==> src/rtl/dmem_arbiter_if.sv <==
// Data-memory requester port: request fields in, grant and
// one-cycle response back out.
interface dmem_arbiter_if;
  logic        req;
  logic        we;
  logic [1:0]  size;
  logic [31:0] addr;
  logic [31:0] wdata;
  logic        gnt;
  logic        rvalid;
  logic [31:0] rdata;
  logic        err;

  modport master (
    output req, we, size, addr, wdata,
    input  gnt, rvalid, rdata, err
  );

  modport slave (
    input  req, we, size, addr, wdata,
    output gnt, rvalid, rdata, err
  );
endinterface

==> src/rtl/dmem_arbiter.sv <==
// Core/DMA data-memory arbiter with bounded DMA starvation and
// fixed one-cycle response latency for every granted access.
module dmem_arbiter #(
  parameter int unsigned STARVE_LIMIT = 4
) (
  input  logic         clk,
  input  logic         rst,
  dmem_arbiter_if.slave c,
  dmem_arbiter_if.slave d,
  output logic         mem_en,
  output logic         mem_we,
  output logic [1:0]   mem_size,
  output logic [31:0]  mem_addr,
  output logic [31:0]  mem_wdata,
  input  logic [31:0]  mem_rdata
);

  localparam logic [3:0] LIMIT = 4'(STARVE_LIMIT);

  logic [3:0]  starve_cnt;
  logic [3:0]  starve_nxt;
  logic        both;
  logic        dma_win;
  logic        c_gnt;
  logic        d_gnt;
  logic        any_gnt;
  logic        sel_we;
  logic [1:0]  sel_size;
  logic [31:0] sel_addr;
  logic [31:0] sel_wdata;
  logic        sel_legal;

  logic        resp_valid;
  logic        resp_owner;
  logic        resp_read;
  logic        resp_err;

  function automatic logic legal_f(
    input logic [1:0] s,
    input logic [1:0] a
  );
    logic ok;
    case (s)
      2'b00:   ok = 1'b1;
      2'b01:   ok = ~a[0];
      2'b11:   ok = (a == 2'b00);
      default: ok = 1'b0;
    endcase
    return ok;
  endfunction

  assign both    = c.req & d.req;
  assign dma_win = both & (starve_cnt == LIMIT);
  assign c_gnt   = ~rst & c.req & ~dma_win;
  assign d_gnt   = ~rst & d.req & (~c.req | dma_win);
  assign any_gnt = c_gnt | d_gnt;

  assign c.gnt = c_gnt;
  assign d.gnt = d_gnt;

  always_comb begin
    sel_we    = 1'b0;
    sel_size  = 2'b00;
    sel_addr  = '0;
    sel_wdata = '0;
    unique case (1'b1)
      c_gnt: begin
        sel_we    = c.we;
        sel_size  = c.size;
        sel_addr  = c.addr;
        sel_wdata = c.wdata;
      end
      d_gnt: begin
        sel_we    = d.we;
        sel_size  = d.size;
        sel_addr  = d.addr;
        sel_wdata = d.wdata;
      end
      default: ;
    endcase
  end

  assign sel_legal = legal_f(sel_size, sel_addr[1:0]);

  // Illegal accesses are consumed but never reach memory.
  always_comb begin
    mem_en    = 1'b0;
    mem_we    = 1'b0;
    mem_size  = 2'b00;
    mem_addr  = '0;
    mem_wdata = '0;
    if (any_gnt && sel_legal) begin
      mem_en    = 1'b1;
      mem_we    = sel_we;
      mem_size  = sel_size;
      mem_addr  = sel_addr;
      mem_wdata = sel_wdata;
    end
  end

  always_comb begin
    starve_nxt = starve_cnt;
    if (d_gnt || !d.req) begin
      starve_nxt = '0;
    end else if (both && c_gnt) begin
      if (starve_cnt < LIMIT) starve_nxt = starve_cnt + 4'd1;
      else                    starve_nxt = LIMIT;
    end
  end

  always_ff @(posedge clk) begin
    if (rst) starve_cnt <= '0;
    else     starve_cnt <= starve_nxt;
  end

  always_ff @(posedge clk) begin
    if (rst) begin
      resp_valid <= 1'b0;
      resp_owner <= 1'b0;
      resp_read  <= 1'b0;
      resp_err   <= 1'b0;
    end else if (any_gnt) begin
      resp_valid <= 1'b1;
      resp_owner <= d_gnt;
      resp_read  <= sel_legal & ~sel_we;
      resp_err   <= ~sel_legal;
    end else begin
      resp_valid <= 1'b0;
    end
  end

  // Gating by rst drops a response whose grant preceded reset.
  logic c_own;
  logic d_own;

  assign c_own = ~rst & resp_valid & ~resp_owner;
  assign d_own = ~rst & resp_valid & resp_owner;

  assign c.rvalid = c_own;
  assign c.err    = c_own & resp_err;
  assign c.rdata  = (c_own && resp_read) ? mem_rdata : '0;

  assign d.rvalid = d_own;
  assign d.err    = d_own & resp_err;
  assign d.rdata  = (d_own && resp_read) ? mem_rdata : '0;

endmodule

==> src/flat_wrapper.sv <==
// flat-port wrapper written by rule: the top's interface ports become plain ports
module dmem_arbiter_flat 
#(
  parameter int unsigned STARVE_LIMIT = 4
)
  (clk, rst, mem_en, mem_we, mem_size, mem_addr, mem_wdata, mem_rdata, c_req, c_we, c_size, c_addr, c_wdata, c_gnt, c_rvalid, c_rdata, c_err, d_req, d_we, d_size, d_addr, d_wdata, d_gnt, d_rvalid, d_rdata, d_err);
  dmem_arbiter_if c_i ();
  dmem_arbiter_if d_i ();
  input  logic clk;
  input  logic rst;
  output logic mem_en;
  output logic mem_we;
  output logic [1:0] mem_size;
  output logic [31:0] mem_addr;
  output logic [31:0] mem_wdata;
  input  logic [31:0] mem_rdata;
  input wire logic [$bits(c_i.req)-1:0] c_req;
  input wire logic [$bits(c_i.we)-1:0] c_we;
  input wire logic [$bits(c_i.size)-1:0] c_size;
  input wire logic [$bits(c_i.addr)-1:0] c_addr;
  input wire logic [$bits(c_i.wdata)-1:0] c_wdata;
  output wire logic [$bits(c_i.gnt)-1:0] c_gnt;
  output wire logic [$bits(c_i.rvalid)-1:0] c_rvalid;
  output wire logic [$bits(c_i.rdata)-1:0] c_rdata;
  output wire logic [$bits(c_i.err)-1:0] c_err;
  input wire logic [$bits(d_i.req)-1:0] d_req;
  input wire logic [$bits(d_i.we)-1:0] d_we;
  input wire logic [$bits(d_i.size)-1:0] d_size;
  input wire logic [$bits(d_i.addr)-1:0] d_addr;
  input wire logic [$bits(d_i.wdata)-1:0] d_wdata;
  output wire logic [$bits(d_i.gnt)-1:0] d_gnt;
  output wire logic [$bits(d_i.rvalid)-1:0] d_rvalid;
  output wire logic [$bits(d_i.rdata)-1:0] d_rdata;
  output wire logic [$bits(d_i.err)-1:0] d_err;
  assign c_i.req = c_req;
  assign c_i.we = c_we;
  assign c_i.size = c_size;
  assign c_i.addr = c_addr;
  assign c_i.wdata = c_wdata;
  assign c_gnt = c_i.gnt;
  assign c_rvalid = c_i.rvalid;
  assign c_rdata = c_i.rdata;
  assign c_err = c_i.err;
  assign d_i.req = d_req;
  assign d_i.we = d_we;
  assign d_i.size = d_size;
  assign d_i.addr = d_addr;
  assign d_i.wdata = d_wdata;
  assign d_gnt = d_i.gnt;
  assign d_rvalid = d_i.rvalid;
  assign d_rdata = d_i.rdata;
  assign d_err = d_i.err;
  dmem_arbiter #(.STARVE_LIMIT(STARVE_LIMIT)) u_core (.clk(clk), .rst(rst), .c(c_i), .d(d_i), .mem_en(mem_en), .mem_we(mem_we), .mem_size(mem_size), .mem_addr(mem_addr), .mem_wdata(mem_wdata), .mem_rdata(mem_rdata));
endmodule
==> config.mk <==
export PLATFORM = sky130hd
export DESIGN_NAME = dmem_arbiter_flat
export DESIGN_NICKNAME = d
export VERILOG_FILES = /design/src/rtl/dmem_arbiter_if.sv /design/src/rtl/dmem_arbiter.sv /design/src/flat_wrapper.sv
export SDC_FILE = /design/constraint.sdc
export NUM_CORES = 1
export LEC_CHECK = 0
export ABC_AREA = 1
export ABC_CLOCK_PERIOD_IN_PS = 5400
export BUFFER_PORTS_ARGS = -buffer_cell sky130_fd_sc_hd__buf_2
export CORE_AREA = 2 2 119 121
export DETAILED_ROUTE_END_ITERATION = 8
export DIE_AREA = 0 0 121 123
export SYNTH_ARGS = -nofsm -noshare
export SYNTH_HDL_FRONTEND = slang
export SYNTH_SLANG_ARGS = --single-unit
==> constraint.sdc <==
create_clock -name clk -period 5.4 [get_ports clk]
set_input_delay 0.81 -clock clk [delete_from_list [all_inputs] [get_ports clk]]
set_output_delay 0.81 -clock clk [all_outputs]
set_load 0.01 [all_outputs]
==> results.json, run 1 <==
{
  "intPower_mw": 0.2432,
  "place_congestion": 0.7713,
  "grt_max_degree": 67,
  "yosysTopAreaCell": "nand2_1",
  "r2r_start": "u_core.starve_cnt[0]$_SDFFE_PP0P_",
  "power_leakage_nw": 2.233,
  "io_buffers": 307,
  "start_util_pct": 14.62,
  "rsz0062_at_grt": "false",
  "postRouteAntennaNets": 0,
  "layout_min_cycle_time_ps": 3962,
  "sw_frac_of_total_pct": 37.57,
  "path_delay_family": "simple AND/OR/NAND/NOR gates",
  "critPathKind": "in2out",
  "synth_edf_count": 0,
  "grt_pass1_vias": 2940,
  "skew_ps": 1.791,
  "synthesis.area_sq_um": 1991,
  "hold_depth": 1,
  "synth.most_common_cell": "nand2_1",
  "r2r-end": "u_core.resp_err$_SDFFE_PP0N_",
  "wl_per_cell_microns": 11.43,
  "setup_viol": 0,
  "gr-total-overflow": 0,
  "die_area_sq_um": 14880,
  "final_nets": 853,
  "firstDrtPassIters": 4,
  "cp.arrival_ps": 3150,
  "ys_seq_area_share_pct": 8.045,
  "path_max_fanout": 66,
  "syn2layout_area_growth_pct": 85.29,
  "maxCapViolations": 0,
  "endpoint_kind": "output pin",
  "cts_inserted_buffers": 3,
  "r2r_cells": 13,
  "multiInputGateArea_sq_um": 1489,
  "regArea_sq_um": 160.2,
  "grt_usage_pct": 11.56,
  "fmax_ghz": 0.2524,
  "cts_resized": 0,
  "clkPwrFrac_pct": 31.3,
  "synth_area_per_cell_sq_um": 5.040,
  "worst_pin_slew_ps": 1042,
  "ys_ff_latch": 8,
  "clock_latency_ps": 230,
  "netlist_instances": 395,
  "antenna_cells": 0,
  "ir_drop_uv": 52.54,
  "die_w_microns": 121,
  "cp_slowest_stage_delay_ps": 520,
  "num_io_pins": 308,
  "slew_violations": 0,
  "cts_root_buf": "clkbuf_16",
  "crit_required_ps": 4590,
  "syn_nets": 567,
  "min_from": "u_core.starve_cnt[0]$_SDFFE_PP0P_",
  "synth_cell_type_count": 24,
  "final.period_utilization_pct": 73.38,
  "max_slew_margin_pct": 30.37,
  "clk_pin_slew_worst_paths_ps": 40,
  "outcome": "complete, no violations",
  "hold-path-endpoint": "u_core.starve_cnt[0]$_SDFFE_PP0P_",
  "setup_tns_ps": 0,
  "antenna_found_initial": 0,
  "drcViolationCount": 0,
  "clock-sinks": 8,
  "synth_common_cells": "nand2_1 (145), nor2_1 (72), inv_1 (45)",
  "ys_async_sr_fraction_pct": 0,
  "synth_ff_type": "dfxtp_1",
  "yosysWarnings": 0,
  "rrSetupSlack_ps": 2680,
  "die_y_microns": 123,
  "critical_path.startpoint_type": "primary input",
  "power.share.sequential_pct": 16.7,
  "rows": 43,
  "cpMaxStageDelayCell": "nor2_4",
  "drt_iter0_drc": 86,
  "cts_tree": "yes",
  "design.core.area_sq_um": 13610,
  "postCtsHoldBufs": 0,
  "combPwrFrac_pct": 52.1,
  "netlist_top_cells_area": "nand2_1 (27%), a21oi_2 (18%), nor2_1 (14%)",
  "switchingPower_mw": 0.1464,
  "via_per_inst": 3.923,
  "clockBufferDepth": 2,
  "path_cells": "buf_2 > nand2_1 > inv_1 > nand2_2 > nand2_4 > nor2_4 > nor2_1 > a21oi_2 > nand2_4 > a21oi_1 > buf_2",
  "h-tree-depth": 1,
  "wl_mm": 9.815,
  "whs_ps": 454.3,
  "hold_class": "reg2reg",
  "drive_gt1_share_pct": 54.05,
  "num_vias": 3370,
  "p_per_area_nw_per_um2": 105.6,
  "synth_top_area_share_pct": 27.34,
  "grt_pass1_wl_mm": 14.12,
  "dpl.hpwl_mm": 8.232,
  "path_buf_inv": 3,
  "nFillCells": 1588,
  "finalHoldViolations": 0,
  "postCtsSetupBuffers": 0
}
==> power by group through the flow <==
stage | sequential, mW | combinational, mW | clock [mW]
floorplan | 0.0652 | 0.109 | 0
global placement | 0.0659 | 0.205 | 0
detailed placement | 0.0659 | 0.206 | 0
CTS | 0.0650 | 0.207 | 0.124
global route | 0.0653 | 0.227 | 0.127
finish | 0.0650 | 0.203 | 0.122
==> worst reg2reg max path: stages, from the launching register on <==
cell and delay (ps):
dfxtp_1 340, inv_1 50, ha_1 220, nand2_1 60
inv_1 40, nand2_2 70, nand2_4 70, nor2_4 520
nand2_1 130, nand2_1 140, nand2_1 110, nand2_4 690
inv_2 90, nor2_1 110
==> cell families after synthesis <==
group | synth area share, %
AOI/OAI and AO/OA | 24.70
other | 0.1884
DFF | 8.045
and+or+nand+nor | 48.02
buffers and inverters | 17.79
adders and majority gates | 1.257
==> stage by stage <==
step / setup slack, ps / instances / total power [mW] / area [sq um] / util (%)
CTS: 1393 / 859 / 0.3957 / 3689 / 27.10
floorplan: 2677 / 395 / 0.1737 / 1991 / -
detailed placement: 1399 / 856 / 0.2719 / 3613 / 26.55
global route: 1142 / 859 / 0.4187 / 3689 / 27.10
global placement: 1470 / 856 / 0.2710 / 3613 / 26.55
finish: 1438 / 859 / 0.3896 / 3689 / 27.10
==> worst max path at each step <==
stage                     slack (ps)  depth (start not counted)           end  startpoint
after floorplan                 2680                         10  mem_addr[14]         rst
after global placement          1470                         11   mem_addr[5]       d_req
after detailed placement        1400                         11  mem_addr[31]       d_req
after CTS                       1390                         11  mem_addr[31]       d_req
after global routing            1140                         11  mem_addr[31]       d_req
final                           1440                         11   mem_addr[5]       d_req
==> area by class of cell <==
cell class | instances | area share [%]
multi-input cells | 309 | 40.37
inverters | 50 | 5.088
clock buffers | 3 | 2.035
flip-flops and latches | 8 | 4.342
well taps | 180 | 6.106
repair buffers | 309 | 42.06
==> layer usage <==
metal,share of wire (%),wire length (microns),global-route usage [%]
met5,0,0,0
met4,0.54,53,1.599
met3,9.5,930,1.937
met2,50,4882,22.19
met1,40,3949,13.68
==> registers in the layout, summed over array words and instances, names as in the netlist <==
signal and cells:
u_core.resp_owner 1, u_core.resp_err 1, u_core.starve_cnt 4, u_core.resp_valid 1, u_core.resp_read 1
==> layout by cell type, fill, tap and decap left out <==
cell type	Yosys	layout
nor4_1	2	2
nor2_2	3	2
a211oi_1	1	1
inv_2	4	4
conb_1	1	1
clkbuf_16	0	3
nand2_4	1	2
nand2_2	2	2
nor2_1	72	72
buf_4	1	2
ha_1	2	2
nand2_1	145	144
nand3_1	7	7
nor3_1	4	4
a21oi_1	24	24
clkinv_1	1	1
buf_2	10	307
a21oi_2	41	41
o21ai_0	1	1
nand3_2	2	2
inv_1	45	45
nor2_4	1	2
dfxtp_1	8	8
No activity file was read; power rests on OpenSTA's default activity.
==> run 2: changes to the inputs <==
--- a/config.mk
+++ b/config.mk
@@ -6,7 +6,7 @@
 export NUM_CORES = 1
 export LEC_CHECK = 0
 export ABC_AREA = 1
-export ABC_CLOCK_PERIOD_IN_PS = 5400
+export ABC_CLOCK_PERIOD_IN_PS = 3600
 export BUFFER_PORTS_ARGS = -buffer_cell sky130_fd_sc_hd__buf_2
 export CORE_AREA = 2 2 119 121
 export DETAILED_ROUTE_END_ITERATION = 8
==> constraint.sdc (replaced) <==
create_clock -name clk -period 3.6 [get_ports clk]
set_input_delay 0.54 -clock clk [delete_from_list [all_inputs] [get_ports clk]]
set_output_delay 0.54 -clock clk [all_outputs]
set_load 0.01 [all_outputs]
==> run 2 against run 1 <==
  * Clock skew decreased by 0.74 ps
  * Sequential share of layout area about the same
  * Core utilization increased by 0.20 points
  * Largest power group unchanged
  * First-iteration DRC count increased by 9.3%
  * Critical path depth increased by 3
  * Via count increased by 1.0%
  * Worst setup slack got worse by 670 ps
  * Highest routed layer unchanged
  * Routed wire length about the same
  * Global-route usage about the same
  * Die area unchanged
==> results.json, run 2 (synthesized netlist as in run 1, its figures left out) <==
{
  "final_common_cell": "buf_2",
  "rsz0062_at_grt": "false",
  "firstDrtPassIters": 5,
  "fmax_ghz": 0.3533,
  "design.core.area_sq_um": 13610,
  "path_buf_inv": 4,
  "regMostFlops": "u_core.starve_cnt",
  "grt_max_degree": 65,
  "clk_pin_slew_worst_paths_ps": 40,
  "cts_resized": 0,
  "dpl.hpwl_mm": 8.324,
  "min_from": "u_core.starve_cnt[0]$_SDFFE_PP0P_",
  "r2r_start": "u_core.starve_cnt[0]$_SDFFE_PP0P_",
  "path_cells": "inv_1 > ha_1 > nand2_1 > inv_1 > nand2_2 > nand2_4 > nor2_4 > nand2_1 > nand2_1 > nand2_1 > nand2_4 > buf_12 > a21oi_1 > buf_2",
  "layout_min_cycle_time_ps": 2830,
  "r2r-end": "u_core.resp_read$_SDFFE_PP0N_",
  "cts_tree": "yes",
  "worst_pin_slew_ps": 1015,
  "crit_top_cell": "nand2_1",
  "endpoint_kind": "output pin",
  "critPathKind": "reg2out",
  "gr-total-overflow": 0,
  "skew_ps": 1.049,
  "slew_violations": 0,
  "nFillCells": 1559,
  "wl_mm": 9.808,
  "cpMaxStageDelayCell": "dfxtp_1",
  "clockBufferDepth": 2,
  "max_slew_margin_pct": 32.16,
  "clock_latency_ps": 230,
  "cp_slowest_stage_delay_ps": 350,
  "clock-sinks": 8,
  "rows": 43,
  "start_util_pct": 14.62,
  "postCtsHoldBufs": 0,
  "r2r_cells": 14,
  "drive_gt1_share_pct": 54.19,
  "die_y_microns": 123,
  "grt_pass1_wl_mm": 14.06,
  "place_congestion": 0.7481,
  "die_area_sq_um": 14880,
  "grt_usage_pct": 11.52,
  "rrSetupSlack_ps": 1520,
  "layout_common_cells": "buf_2 (307), nand2_1 (144), nor2_1 (72)",
  "crit_required_ps": 3060,
  "setup_viol": 0,
  "antenna_cells": 0,
  "path_delay_family": "simple AND/OR/NAND/NOR gates",
  "critical_path.startpoint_type": "register",
  "power_leakage_nw": 2.248,
  "outcome": "complete, no violations",
  "hold-path-endpoint": "u_core.starve_cnt[0]$_SDFFE_PP0P_",
  "num_io_pins": 308,
  "ir_drop_uv": 87.11,
  "p_per_area_nw_per_um2": 159.7,
  "whs_ps": 460.1,
  "grt_pass1_vias": 2901,
  "postRouteAntennaNets": 0,
  "antenna_found_initial": 0,
  "drcViolationCount": 0,
  "hold_class": "reg2reg",
  "h-tree-depth": 1,
  "syn2layout_area_growth_pct": 86.67,
  "num_vias": 3404,
  "die_w_microns": 121,
  "hold_depth": 1,
  "setup_tns_ps": 0,
  "final_core_util_pct": 27.30,
  "finalHoldViolations": 0,
  "final.period_utilization_pct": 78.62,
  "path_max_fanout": 57,
  "postCtsSetupBuffers": 0,
  "largest_reg_flops": 4,
  "io_buffers": 307,
  "final_nets": 855,
  "via_per_inst": 3.954,
  "maxCapViolations": 0,
  "cts_root_buf": "clkbuf_16",
  "drt_iter0_drc": 94,
  "design_area_sq_um": 3716,
  "cts_inserted_buffers": 3,
  "placed_area_sq_um": 3641,
  "wl_per_cell_microns": 11.39,
  "cp.arrival_ps": 2290
}
==> run 2: changes by cell type in the layout (fill, tap and decap cells not counted), sizes merged <==
cell,before,now
buf,309,311
==> run 2: report_power, final <==
group / internal [mW] / switching, mW
clock: 0.143 / 0.0416
sequential: 0.0941 / 0.00330
combinational: 0.132 / 0.179
==> run 2: through the flow <==
stage / std cells / total power [mW] / worst slack, ps
floorplan: 395 / 0.2606 / 1399
global placement: 858 / 0.4133 / 889.9
detailed placement: 858 / 0.4154 / 884.6
CTS: 861 / 0.6018 / 718.7
global route: 861 / 0.6362 / 549.4
finish: 861 / 0.5934 / 769.5
==> run 2: worst register-to-register path, delay by kind of cell, from the launching register on <==
kind                     cells  cell delay, ps
buffers and inverters        5             740
AND/OR/NAND/NOR              7             660
flip-flops                   1             320
adder cells (fa/ha/maj)      1             180
AO/OA/AOI/OAI                1              70
==> run 2: layout make-up <==
class	instances	area, sq um	share of cell area (%)
Timing Repair Buffer	311	1579	42.49
Multi-Input combinational cell	309	1489	40.07
Tap cell	180	225.2	6.061
Inverter	50	187.7	5.051
Sequential cell	8	160.2	4.310
Clock buffer	3	75.07	2.020
==> run 2: metal layers <==
metal	vias to the layer above	wire length, microns	track usage, %
met5	-	0	0
met4	0	102	2.180
met3	10	883	1.568
met2	199	4920	22.33
met1	1429	3902	13.46
li1	1766	-	-
==> run 2: how the worst max path moves through the flow <==
stage | start | endpoint | slack (ps) | depth (start not counted)
after floorplan | u_core.starve_cnt[0]$_SDFFE_PP0P_ | mem_addr[10] | 1400 | 11
after global placement | rst | mem_addr[1] | 890 | 11
after detailed placement | rst | mem_we | 880 | 10
after CTS | u_core.starve_cnt[0]$_SDFFE_PP0P_ | mem_addr[1] | 720 | 14
after global routing | u_core.starve_cnt[0]$_SDFFE_PP0P_ | mem_wdata[31] | 550 | 13
final | u_core.starve_cnt[0]$_SDFFE_PP0P_ | mem_wdata[31] | 770 | 14
==> run 3: changes to the inputs <==
--- a/config.mk
+++ b/config.mk
@@ -6,7 +6,7 @@
 export NUM_CORES = 1
 export LEC_CHECK = 0
 export ABC_AREA = 1
-export ABC_CLOCK_PERIOD_IN_PS = 3600
+export ABC_CLOCK_PERIOD_IN_PS = 2600
 export BUFFER_PORTS_ARGS = -buffer_cell sky130_fd_sc_hd__buf_2
 export CORE_AREA = 2 2 119 121
 export DETAILED_ROUTE_END_ITERATION = 8
==> constraint.sdc (replaced) <==
create_clock -name clk -period 2.6 [get_ports clk]
set_input_delay 0.39 -clock clk [delete_from_list [all_inputs] [get_ports clk]]
set_output_delay 0.39 -clock clk [all_outputs]
set_load 0.01 [all_outputs]
==> run 3 against run 2 <==
  * Clock-buffer cell count unchanged
  * Combinational power up 70%
  * Clock skew about the same
  * Register-to-register slack worse by 760 ps
  * Largest cell class unchanged
==> results.json, run 3 (synthesized netlist as in run 1, its figures left out) <==
{
  "dpl.hpwl_mm": 8.417,
  "maxCapViolations": 0,
  "num_io_pins": 308,
  "io_buffers": 307,
  "regArea_sq_um": 162.7,
  "rows": 43,
  "p_per_area_nw_per_um2": 225.5,
  "regMostFlops": "u_core.starve_cnt",
  "crit_required_ps": 2210,
  "firstDrtPassIters": 4,
  "critical_path.startpoint_type": "register",
  "endpoint_kind": "output pin",
  "setup_viol": 0,
  "layout_common_cells": "buf_2 (306), nand2_1 (138), nor2_1 (71)",
  "place_congestion": 0.7934,
  "postCtsHoldBufs": 0,
  "via_per_inst": 3.917,
  "grt_usage_pct": 11.45,
  "outcome": "complete, no violations",
  "slew_violations": 0,
  "clockBufferDepth": 2,
  "antenna_found_initial": 0,
  "drcViolationCount": 0,
  "syn2layout_area_growth_pct": 104.9,
  "final_nets": 874,
  "nFillCells": 1529,
  "wl_per_cell_microns": 12.06,
  "fmax_ghz": 0.3993,
  "design_power_total_mw": 0.9197,
  "antenna_cells": 0,
  "clock-sinks": 8,
  "layout_min_cycle_time_ps": 2504,
  "power_leakage_nw": 2.394,
  "final_common_cell": "buf_2",
  "fin_ws_ps": 95.72,
  "num_vias": 3447,
  "dp_slack_ps": 231.1,
  "die_y_microns": 123,
  "multiInputGateArea_sq_um": 1594,
  "cts_inserted_buffers": 3,
  "start_util_pct": 14.62,
  "path_max_fanout": 6,
  "grt_pass1_wl_mm": 14.01,
  "cp.arrival_ps": 2110,
  "wl_mm": 10.61,
  "drive_gt1_share_pct": 57.57,
  "clock_latency_ps": 230,
  "die_w_microns": 121,
  "largest_reg_flops": 4,
  "die_area_sq_um": 14880,
  "drt_iter0_drc": 110,
  "cts_tree": "yes",
  "grt_max_degree": 65,
  "cts_root_buf": "clkbuf_16",
  "clk_pin_slew_worst_paths_ps": 40,
  "skew_ps": 0.9887,
  "postRouteAntennaNets": 0,
  "finalHoldViolations": 0,
  "whs_ps": 440.8,
  "design.core.area_sq_um": 13610,
  "final.period_utilization_pct": 96.32,
  "critPathKind": "reg2out",
  "gr-total-overflow": 0,
  "h-tree-depth": 1,
  "ir_drop_uv": 128.7,
  "grt_pass1_vias": 2956,
  "hold_class": "reg2reg"
}
## run 3: critical path: stages (launching register included)
cell,delay (ps)
dfxtp_2,330
inv_1,50
ha_2,180
nand2_1,50
inv_1,40
nand2_2,70
nand2_4,90
nor2_4,160
nor2_4,60
a21oi_4,150
buf_12,140
buf_6,90
nand2_2,80
buf_4,140
a21oi_2,100
buf_2,150
## run 3: per-layer routing
metal / global-route usage, % / routed length, microns / share of wire [%]
met1: 14.09 / 4232 / 40
met2: 21.56 / 5410 / 51
met3: 1.107 / 884 / 8.3
met4: 2.326 / 82 / 0.77
met5: 0 / 0 / 0
## run 3: path summary, 6_finish.rpt
path                                     start                           endpoint  slack, ps  cells past startpoint
max reg2reg  u_core.starve_cnt[0]$_SDFFE_PP0P_      u_core.resp_read$_SDFFE_PP0N_        760                     14
max          u_core.starve_cnt[0]$_SDFFE_PP0P_                      mem_wdata[15]        100                     15
min reg2reg  u_core.starve_cnt[0]$_SDFFE_PP0P_  u_core.starve_cnt[0]$_SDFFE_PP0P_        440                      1
min          u_core.starve_cnt[0]$_SDFFE_PP0P_  u_core.starve_cnt[0]$_SDFFE_PP0P_        440                      1
## run 3: per-stage QoR
step	cells	utilization (%)	TNS (ps)	instance area, sq um
after global routing	880	29.97	-54.91	4079
after detailed placement	863	27.21	0	3704
after CTS	866	27.79	0	3782
final	880	29.97	0	4079
after floorplan	395	-	0	1991
after global placement	863	27.21	0	3704
## run 3: power by group
group	switching (mW)	total, mW	internal [mW]
clock	0.0580	0.256	0.198
combinational	0.282	0.528	0.247
sequential	0.00494	0.135	0.130
total	0.345	0.920	0.575
## run 3: layout make-up
| class | instances | area share, % |
|---|---|---|
| clock buffer | 3 | 1.840 |
| tap | 180 | 5.521 |
| multi-input combinational | 311 | 39.08 |
| sequential | 8 | 3.988 |
| inverter | 50 | 4.601 |
| timing repair buffer | 328 | 44.97 |
## run 3: repair_timing
action / 4_1_cts / 5_1_grt
gates resized for setup: 1 / 30
cloned: 0 / 6
setup buffers: 0 / 8
setup endpoints to repair: 1 / 63
pin swaps: 0 / 7
